## src/rtl/lane_deskew_buffer.sv

```systemverilog
// rtl/lane_deskew_buffer.sv - multi-lane COM-based deskew buffer
// Captures each lane's COM position, then reads all lanes so COM leaves together.
module lane_deskew_buffer #(
  parameter int                         NUM_LANES  = 4,
  parameter int                         DATA_WIDTH = 10,
  parameter int                         DEPTH      = 8,
  parameter int                         MAX_SKEW   = 5,
  parameter logic [DATA_WIDTH-1:0]      COM_RDN    = 10'h0FA,
  parameter logic [DATA_WIDTH-1:0]      COM_RDP    = 10'h305
) (
  input  logic                            clk,
  input  logic                            rst_n,
  input  logic                            in_valid,
  input  logic [NUM_LANES*DATA_WIDTH-1:0] data_in,
  input  logic                            realign,
  output logic [NUM_LANES*DATA_WIDTH-1:0] data_out,
  output logic                            out_valid,
  output logic                            aligned,
  output logic                            deskew_error
);

  localparam int AW = $clog2(DEPTH);
  localparam int SW = $clog2(MAX_SKEW + 2);

  typedef enum logic {SEARCH, ALIGNED} state_t;

  state_t                state, state_nxt;
  logic [DATA_WIDTH-1:0] mem [NUM_LANES][DEPTH];
  logic [AW-1:0]         wr_ptr;
  logic [AW-1:0]         rd_ptr  [NUM_LANES];
  logic [AW-1:0]         com_ptr [NUM_LANES];
  logic [NUM_LANES-1:0]  captured;
  logic [SW-1:0]         skew_cnt, skew_nxt;
  logic [DATA_WIDTH-1:0] rd_sym [NUM_LANES];
  logic [NUM_LANES-1:0]  wr_com, rd_com, cap_set;
  logic                  cap_clr, load_rd, rd_adv, ov_nxt, err_nxt;

  always_comb begin
    for (int i = 0; i < NUM_LANES; i++) begin
      rd_sym[i] = mem[i][rd_ptr[i]];
      wr_com[i] = (data_in[i*DATA_WIDTH +: DATA_WIDTH] == COM_RDN) ||
                  (data_in[i*DATA_WIDTH +: DATA_WIDTH] == COM_RDP);
      rd_com[i] = (rd_sym[i] == COM_RDN) || (rd_sym[i] == COM_RDP);
    end
  end

  // Storage is written unconditionally on every valid cycle, whatever the state.
  always_ff @(posedge clk) begin
    if (in_valid) begin
      for (int i = 0; i < NUM_LANES; i++)
        mem[i][wr_ptr] <= data_in[i*DATA_WIDTH +: DATA_WIDTH];
    end
  end

  always_comb begin
    state_nxt = state;
    skew_nxt  = skew_cnt;
    cap_set   = '0;
    cap_clr   = 1'b0;
    load_rd   = 1'b0;
    rd_adv    = 1'b0;
    ov_nxt    = 1'b0;
    err_nxt   = 1'b0;
    if (realign) begin
      state_nxt = SEARCH;
      cap_clr   = 1'b1;
    end else begin
      case (state)
        SEARCH: begin
          if (in_valid) begin
            if ((|captured) && (skew_cnt >= SW'(MAX_SKEW))) begin
              err_nxt = 1'b1;
              cap_clr = 1'b1;
            end else begin
              cap_set  = wr_com & ~captured;
              skew_nxt = (|captured) ? skew_cnt + 1'b1 : '0;
              // Completing lane is captured this edge, so alignment can start next cycle.
              if (&(captured | cap_set)) begin
                state_nxt = ALIGNED;
                load_rd   = 1'b1;
              end
            end
          end
        end
        ALIGNED: begin
          if (in_valid) begin
            rd_adv = 1'b1;
            ov_nxt = 1'b1;
            if ((|rd_com) && !(&rd_com)) begin
              err_nxt   = 1'b1;
              state_nxt = SEARCH;
              cap_clr   = 1'b1;
            end
          end
        end
        default: state_nxt = SEARCH;
      endcase
    end
  end

  always_ff @(posedge clk or negedge rst_n) begin
    if (!rst_n) begin
      state        <= SEARCH;
      wr_ptr       <= '0;
      captured     <= '0;
      skew_cnt     <= '0;
      data_out     <= '0;
      out_valid    <= 1'b0;
      deskew_error <= 1'b0;
      for (int i = 0; i < NUM_LANES; i++) begin
        rd_ptr[i]  <= '0;
        com_ptr[i] <= '0;
      end
    end else begin
      state        <= state_nxt;
      skew_cnt     <= skew_nxt;
      out_valid    <= ov_nxt;
      deskew_error <= err_nxt;
      if (in_valid)
        wr_ptr <= wr_ptr + 1'b1;
      if (cap_clr)
        captured <= '0;
      else
        captured <= captured | cap_set;
      for (int i = 0; i < NUM_LANES; i++) begin
        if (cap_set[i])
          com_ptr[i] <= wr_ptr;
        if (load_rd)
          rd_ptr[i] <= cap_set[i] ? wr_ptr : com_ptr[i];
        else if (rd_adv)
          rd_ptr[i] <= rd_ptr[i] + 1'b1;
        if (rd_adv)
          data_out[i*DATA_WIDTH +: DATA_WIDTH] <= rd_sym[i];
      end
    end
  end

  assign aligned = (state == ALIGNED);

endmodule
```

## config.mk

```make
export PLATFORM = sky130hd
export DESIGN_NAME = lane_deskew_buffer
export DESIGN_NICKNAME = d
export VERILOG_FILES = /design/src/rtl/lane_deskew_buffer.sv
export SDC_FILE = /design/constraint.sdc
export NUM_CORES = 1
export LEC_CHECK = 0
export ABC_AREA = 1
export CORE_MARGIN = 2
export CORE_UTILIZATION = 40
export CTS_BUF_LIST = sky130_fd_sc_hd__clkbuf_2 sky130_fd_sc_hd__clkbuf_4 sky130_fd_sc_hd__clkbuf_8
export DETAILED_ROUTE_END_ITERATION = 10
export PLACE_DENSITY = 0.54
export SETUP_SLACK_MARGIN = 0.5
export SLEW_MARGIN = 20
export SYNTH_ARGS = -nofsm -noshare
export SYNTH_HDL_FRONTEND = slang
export SYNTH_SLANG_ARGS = --single-unit
export TNS_END_PERCENT = 1
```

## constraint.sdc

```tcl
create_clock -name clk -period 4.07 [get_ports clk]
set_clock_uncertainty 0.05 [all_clocks]
set_input_delay 1.0175 -clock clk [delete_from_list [all_inputs] [get_ports clk]]
set_output_delay 1.0175 -clock clk [all_outputs]
set_load 0.1 [all_outputs]
```

==> flow_summary_export.csv <==
group,metric,value,unit
outcome,status,"complete, no violations",
clocking,cts.repair.resized,0,
worst_setup_path,reg2reg_setup_slack,1.15,ns
routing,dr.pass1.iters,6,
yosys,ys_seq_elements,397,
routing,dr.first_iter.drc_count,634,
yosys,synthArstFlopShare,19.4,%
worst_setup_path,critPathSlowestCell,"clkdlybuf4s50_1",
clocking,cts_tree,"done",
clocking,htree_levels,3,
worst_setup_path,cp-end-kind,"output pin",
yosys,synth_top_cell_by_area,"edfxtp_1",
yosys,synth_nets,1872,
sta,slew_headroom,33.8,%
yosys,yosysMostFrequentCell,"nand2_1",
cells_and_area,syn_to_final_growth,16.2,%
worst_setup_path,crit_buf_inv,1,
routing,drt.antenna.violating_nets,0,
die,dieArea,45900,sq um
sta,final_max_slew_viol_count,0,
routing,wl,43500,um
sta,period_needed,3.27,ns
clocking,clockBufferDepth,3,
routing,drc,0,
yosys,syn_inst,1821,
yosys,ys_types,31,
grt,grt_max_degree,56,
sta,worstMarginPinSlew,0.991,ns
die,initial_utilization,40.3,%
clocking,postCtsHoldBufs,0,
grt,grt_pass1_wl,67200,um
grt,grt_pass1_vias,11900,
worst_setup_path,critPathArrivalTime,2.20,ns
worst_hold_path,holdCritPathClass,"primary input to asynchronous set/reset pin",
yosys,syn_area,17700,sq um
worst_setup_path,setup.worst_path.start_class,"flip-flop",
cells_and_area,drive_above_1_share,8.99,%
run,cap_violations,0,
clocking,cts_num_sinks,397,
clocking,clock_latency,0.61,ns
sta,max_clock_freq,306,MHz
cells_and_area,fin_nets,1990,
sta,hold_viol,0,
yosys,yosys.area.top_type_share,54.3,%
worst_setup_path,path_cells,"clkdlybuf4s50_1",
clocking,postCtsSetupBuffers,0,
clocking,clkTransAtPathRegs,0.06,ns
worst_setup_path,crit_path_max_fanout,2,
yosys,synthTopCellsByCount,"nand2_1 (648), edfxtp_1 (320), inv_1 (231), nand3_1 (179), nor2_1 (130)",
placement,dp_cells,2459,
yosys,synth_area_leaders,"edfxtp_1 (54%), nand2_1 (14%), dfrtp_1 (11%)",
die,core,43900,sq um
yosys,syn_avg_cell_area,9.72,sq um
placement,gp_congestion,0.773,
pwr,peakVddDrop,0.000295,V
worst_setup_path,critPathKind,"flip-flop to output pin",
grt,grt_antenna_before_repair,1,
cells_and_area,finalNonFillerCells,2584,
routing,num_vias,12300,
sta,finalSetupViolCount,0,
pwr,p_leak,8.96,nW
sta,timing.hold.ws,0.430,ns
worst_setup_path,slowest_delay,1.17,ns
yosys,synth-main-ff-cell,"edfxtp_1",
worst_setup_path,worstPathRequired,3.00,ns
worst_setup_path,cpLargestDelayFamily,"buffers and inverters",
die,die_x,214,um
grt,gr-total-overflow,0,
sta,rsz0062_at_grt,"no",
clocking,numCtsBuffers,70,
placement,dp_hpwl,25700,um
die,ios,87,
pwr,powerDensity,565,nW/um^2
yosys,yosysWarnings,0,
sta,setup_tns,0,ns
clocking,cts_root_buffer,"clkbuf_8",
die,rows,77,
routing,viasPerCell,4.77,
placement,portBuffers,86,
yosys,synth_edf_count,320,
die,dieHeight,214,um
grt,track_usage,19.0,%
pwr,p_total,11.6,mW
yosys,ys_seq_area_share,65.2,%
sta,period_share,80.2,%
routing,wl_per_cell,16.8,um
-- kinds of logic (layout without fill, tap and decap cells) --
group,Yosys count,in the layout,share of synthesized area [%]
AND/OR/NAND/NOR,996,996,22.9
flip-flops,397,397,65.2
buffers and inverters,312,482,8.01
AO/OA/AOI/OAI,99,99,2.91
XOR/XNOR,10,10,0.495
adder cells (fa/ha/maj),7,7,0.495
other,0,1,0
-- sequential cells by signal, summed over array words and instances (netlist names) --
| name | cells |
|---|---|
| com_ptr | 12 |
| wr_ptr | 3 |
| data_out | 40 |
| rd_ptr | 12 |
| deskew_error | 1 |
| aligned | 1 |
| skew_cnt | 3 |
| captured | 4 |
| out_valid | 1 |
| mem | 320 |
-- routing by layer --
layer / wire length, um / vias to the layer above / global-route usage, %
li1: - / 6131 / -
met3: 2090 / 81 / 3.38
met1: 19900 / 5837 / 25.6
met5: 0 / - / 0
met4: 924 / 0 / 6.57
met2: 20600 / 277 / 31.1
-- metrics by stage --
step / instance area (sq um) / utilization, % / worst slack, ns
3_5_place_dp: 19200 / 43.6 / 0.547
6_report: 20600 / 46.8 / 0.804
2_1_floorplan: 17700 / - / 0.753
4_1_cts: 20600 / 46.8 / 0.759
3_3_place_gp: 19200 / 43.6 / 0.555
5_1_grt: 20600 / 46.8 / 0.742
-- where the power goes --
part           internal [mW]  total [mW]  switching, mW  leakage [nW]
logic                  0.756        2.95           2.20          4.34
clock network           2.05        3.65           1.60         0.733
registers               4.85        5.01          0.157          3.88
total                   7.66        11.6           3.95          8.96
-- layout by cell type (no fill, tap or decap), drive strengths merged, types with 35 or more instances in the layout --
master / count
nand2: 658
inv: 239
dfrtp: 77
nand3: 180
nor2: 131
edfxtp: 320
o21ai: 75
buf: 35
clkdlybuf4s50: 84
clkbuf: 107
-- worst paths after layout --
check                               end    startpoint  cells past startpoint
max in group asynchronous   data_out[7]         rst_n                      2
min reg2reg                data_out[18]  data_out[18]                      2
max reg2reg                 captured[2]     rd_ptr[3]                     16
min                        data_out[38]         rst_n                      1
min in group clk           data_out[18]  data_out[18]                      2
max                        data_out[20]  data_out[20]                      1
-- final cells by class --
class	count	area, sq um
fillers	4172	23400
flip-flops and latches	397	11500
multi-input cells	1112	4810
clock buffers	107	1320
repair buffers	119	1170
inverters	239	912
well taps	592	741
clock inverters	17	82.6
diodes	1	2.50
(Power assumes the default switching activity.)
==> RTL edit, RTL diff (same settings) <==
The parameter `COM_RDN` goes from 10'h0FA to 10'h07D.
--- a/src/rtl/lane_deskew_buffer.sv
+++ b/src/rtl/lane_deskew_buffer.sv
@@ -7,3 +7,3 @@
   parameter int                         MAX_SKEW   = 5,
-  parameter logic [DATA_WIDTH-1:0]      COM_RDN    = 10'h0FA,
+  parameter logic [DATA_WIDTH-1:0]      COM_RDN    = 10'h07D,
   parameter logic [DATA_WIDTH-1:0]      COM_RDP    = 10'h305
Behaviour: not the same (Yosys sat finds a counterexample within 4 cycles, from zero or initial values and one cycle with rst_n low).
==> RTL edit against the original RTL <==
Cell area down 2.5%; area after synthesis down 3.2%; critical path depth unchanged; combinational power down 28%; fmax up 3.3%; clock power up 4%; non-clock buffer count down 4; routed wire length down 4.9%; sequential cell count unchanged; worst setup slack better by 0.10 ns; total power down 6.4%; critical path type unchanged; largest cell class unchanged.
==> RTL edit: results <==
# TYPE chip_impl_metric gauge
chip_impl_metric{name="antenna_found_initial",unit=""} 0
chip_impl_metric{name="critical-path-max-stage-delay",unit="ns"} 1.15
chip_impl_metric{name="post_synth_xor_area_fraction",unit="%"} 0.511
chip_impl_metric{name="wl_per_cell",unit="um"} 17.3
chip_impl_metric{name="drtIter0Drc",unit=""} 787
chip_impl_metric{name="first_pass_iters",unit=""} 5
chip_impl_metric{name="n_antenna_cell",unit=""} 0
chip_impl_info{name="holdCritPathClass",value="register to register"} 1
chip_impl_metric{name="grt_pass1_vias",unit=""} 11500
chip_impl_info{name="synth.top_cells.by_count",value="nand2_1 (534), edfxtp_1 (320), inv_1 (188)"} 1
chip_impl_metric{name="grt_pass1_wl",unit="um"} 65300
chip_impl_metric{name="grt_util_met2",unit="%"} 31.0
chip_impl_metric{name="worst_pin_slew",unit="ns"} 0.983
chip_impl_metric{name="p_leak",unit="nW"} 8.46
chip_impl_metric{name="wl_met1",unit="um"} 19600
chip_impl_info{name="top_signal_layer_used",value="met4"} 1
chip_impl_metric{name="dr_wl_met2",unit="um"} 19100
chip_impl_metric{name="row_count",unit=""} 75
chip_impl_metric{name="synth_compound_area_share",unit="%"} 4.77
chip_impl_metric{name="wl_met3",unit="um"} 1830
chip_impl_metric{name="grt_start_max_net_pins",unit=""} 67
chip_impl_metric{name="synth_async_sr_flop_share",unit="%"} 19.4
chip_impl_metric{name="use_met3",unit="%"} 3.29
chip_impl_metric{name="grt_use_met1",unit="%"} 26.7
chip_impl_metric{name="dp_hpwl",unit="um"} 24100
chip_impl_metric{name="post_synth_mux_area_share",unit="%"} 0.0584
chip_impl_metric{name="maximum_ir_drop_on_the_vdd_rail",unit="mV"} 0.244
chip_impl_metric{name="share_of_final_layout_standard_cells_stronger_than_drive_strength_1",unit="%"} 9.70
chip_impl_metric{name="yosys.area_share.adder",unit="%"} 0.511
chip_impl_info{name="status",value="finished clean"} 1
chip_impl_metric{name="routed_via_count",unit=""} 11600
chip_impl_metric{name="final.fill_count",unit=""} 3928
chip_impl_metric{name="syn-num-nets",unit=""} 1739
chip_impl_metric{name="placement.cell_area",unit="um2"} 18600
chip_impl_metric{name="synth_cell_types",unit=""} 37
chip_impl_metric{name="finalWeightedCongestion",unit=""} 0.799
chip_impl_metric{name="power_switching_share",unit="%"} 30.3
chip_impl_metric{name="yosysSeqAreaShare",unit="%"} 67.3
chip_impl_info{name="synth_area_leaders",value="edfxtp_1 (56%), nand2_1 (12%), dfrtp_1 (11%)"} 1
chip_impl_metric{name="final_net_count",unit=""} 1854
chip_impl_metric{name="track_usage",unit="%"} 19.2
==> RTL edit: per-stage QoR <==
step | worst slack, ns | instances | utilization (%) | power, W
after detailed placement | 0.666 | 2270 | 44.1 | 0.00719
after floorplan | 0.492 | 1688 | - | 0.00653
after CTS | 0.833 | 2395 | 47.6 | 0.0110
after global routing | 0.833 | 2395 | 47.6 | 0.0114
final | 0.908 | 2395 | 47.6 | 0.0109
after global placement | 0.714 | 2270 | 44.1 | 0.00718
==> RTL edit: worst paths after layout <==
| kind | cells after the start | end | slack [ns] | from |
|---|---|---|---|---|
| max in group asynchronous | 2 | data_out[3] | 2.65 | rst_n |
| min in group asynchronous | 1 | data_out[8] | 0.53 | rst_n |
| worst max register to register | 12 | captured[2] | 1.14 | rd_ptr[5] |
| worst max-delay path | 1 | data_out[21] | 0.91 | data_out[21] |
| worst min-delay path | 2 | data_out[23] | 0.43 | data_out[23] |
| worst min register to register | 2 | data_out[23] | 0.43 | data_out[23] |
==> RTL edit: area by class of cell <==
class                           count  area, um2  area share (%)
Inverter                          198        743            3.71
Tap cell                          539        674            3.36
Clock inverter                     15        129           0.643
Timing Repair Buffer              115       1140            5.67
Clock buffer                      110       1330            6.65
Sequential cell                   397      11500            57.5
Multi-Input combinational cell   1021       4500            22.4
==> RTL edit: power by group through the flow <==
stage          clock network, W  registers [W]  logic (W)
3_5_place_dp                  0        0.00503    0.00216
2_1_floorplan                 0        0.00542    0.00111
4_1_cts                 0.00391        0.00495    0.00217
3_3_place_gp                  0        0.00503    0.00215
5_1_grt                 0.00408        0.00499    0.00237
6_report                0.00379        0.00495    0.00213
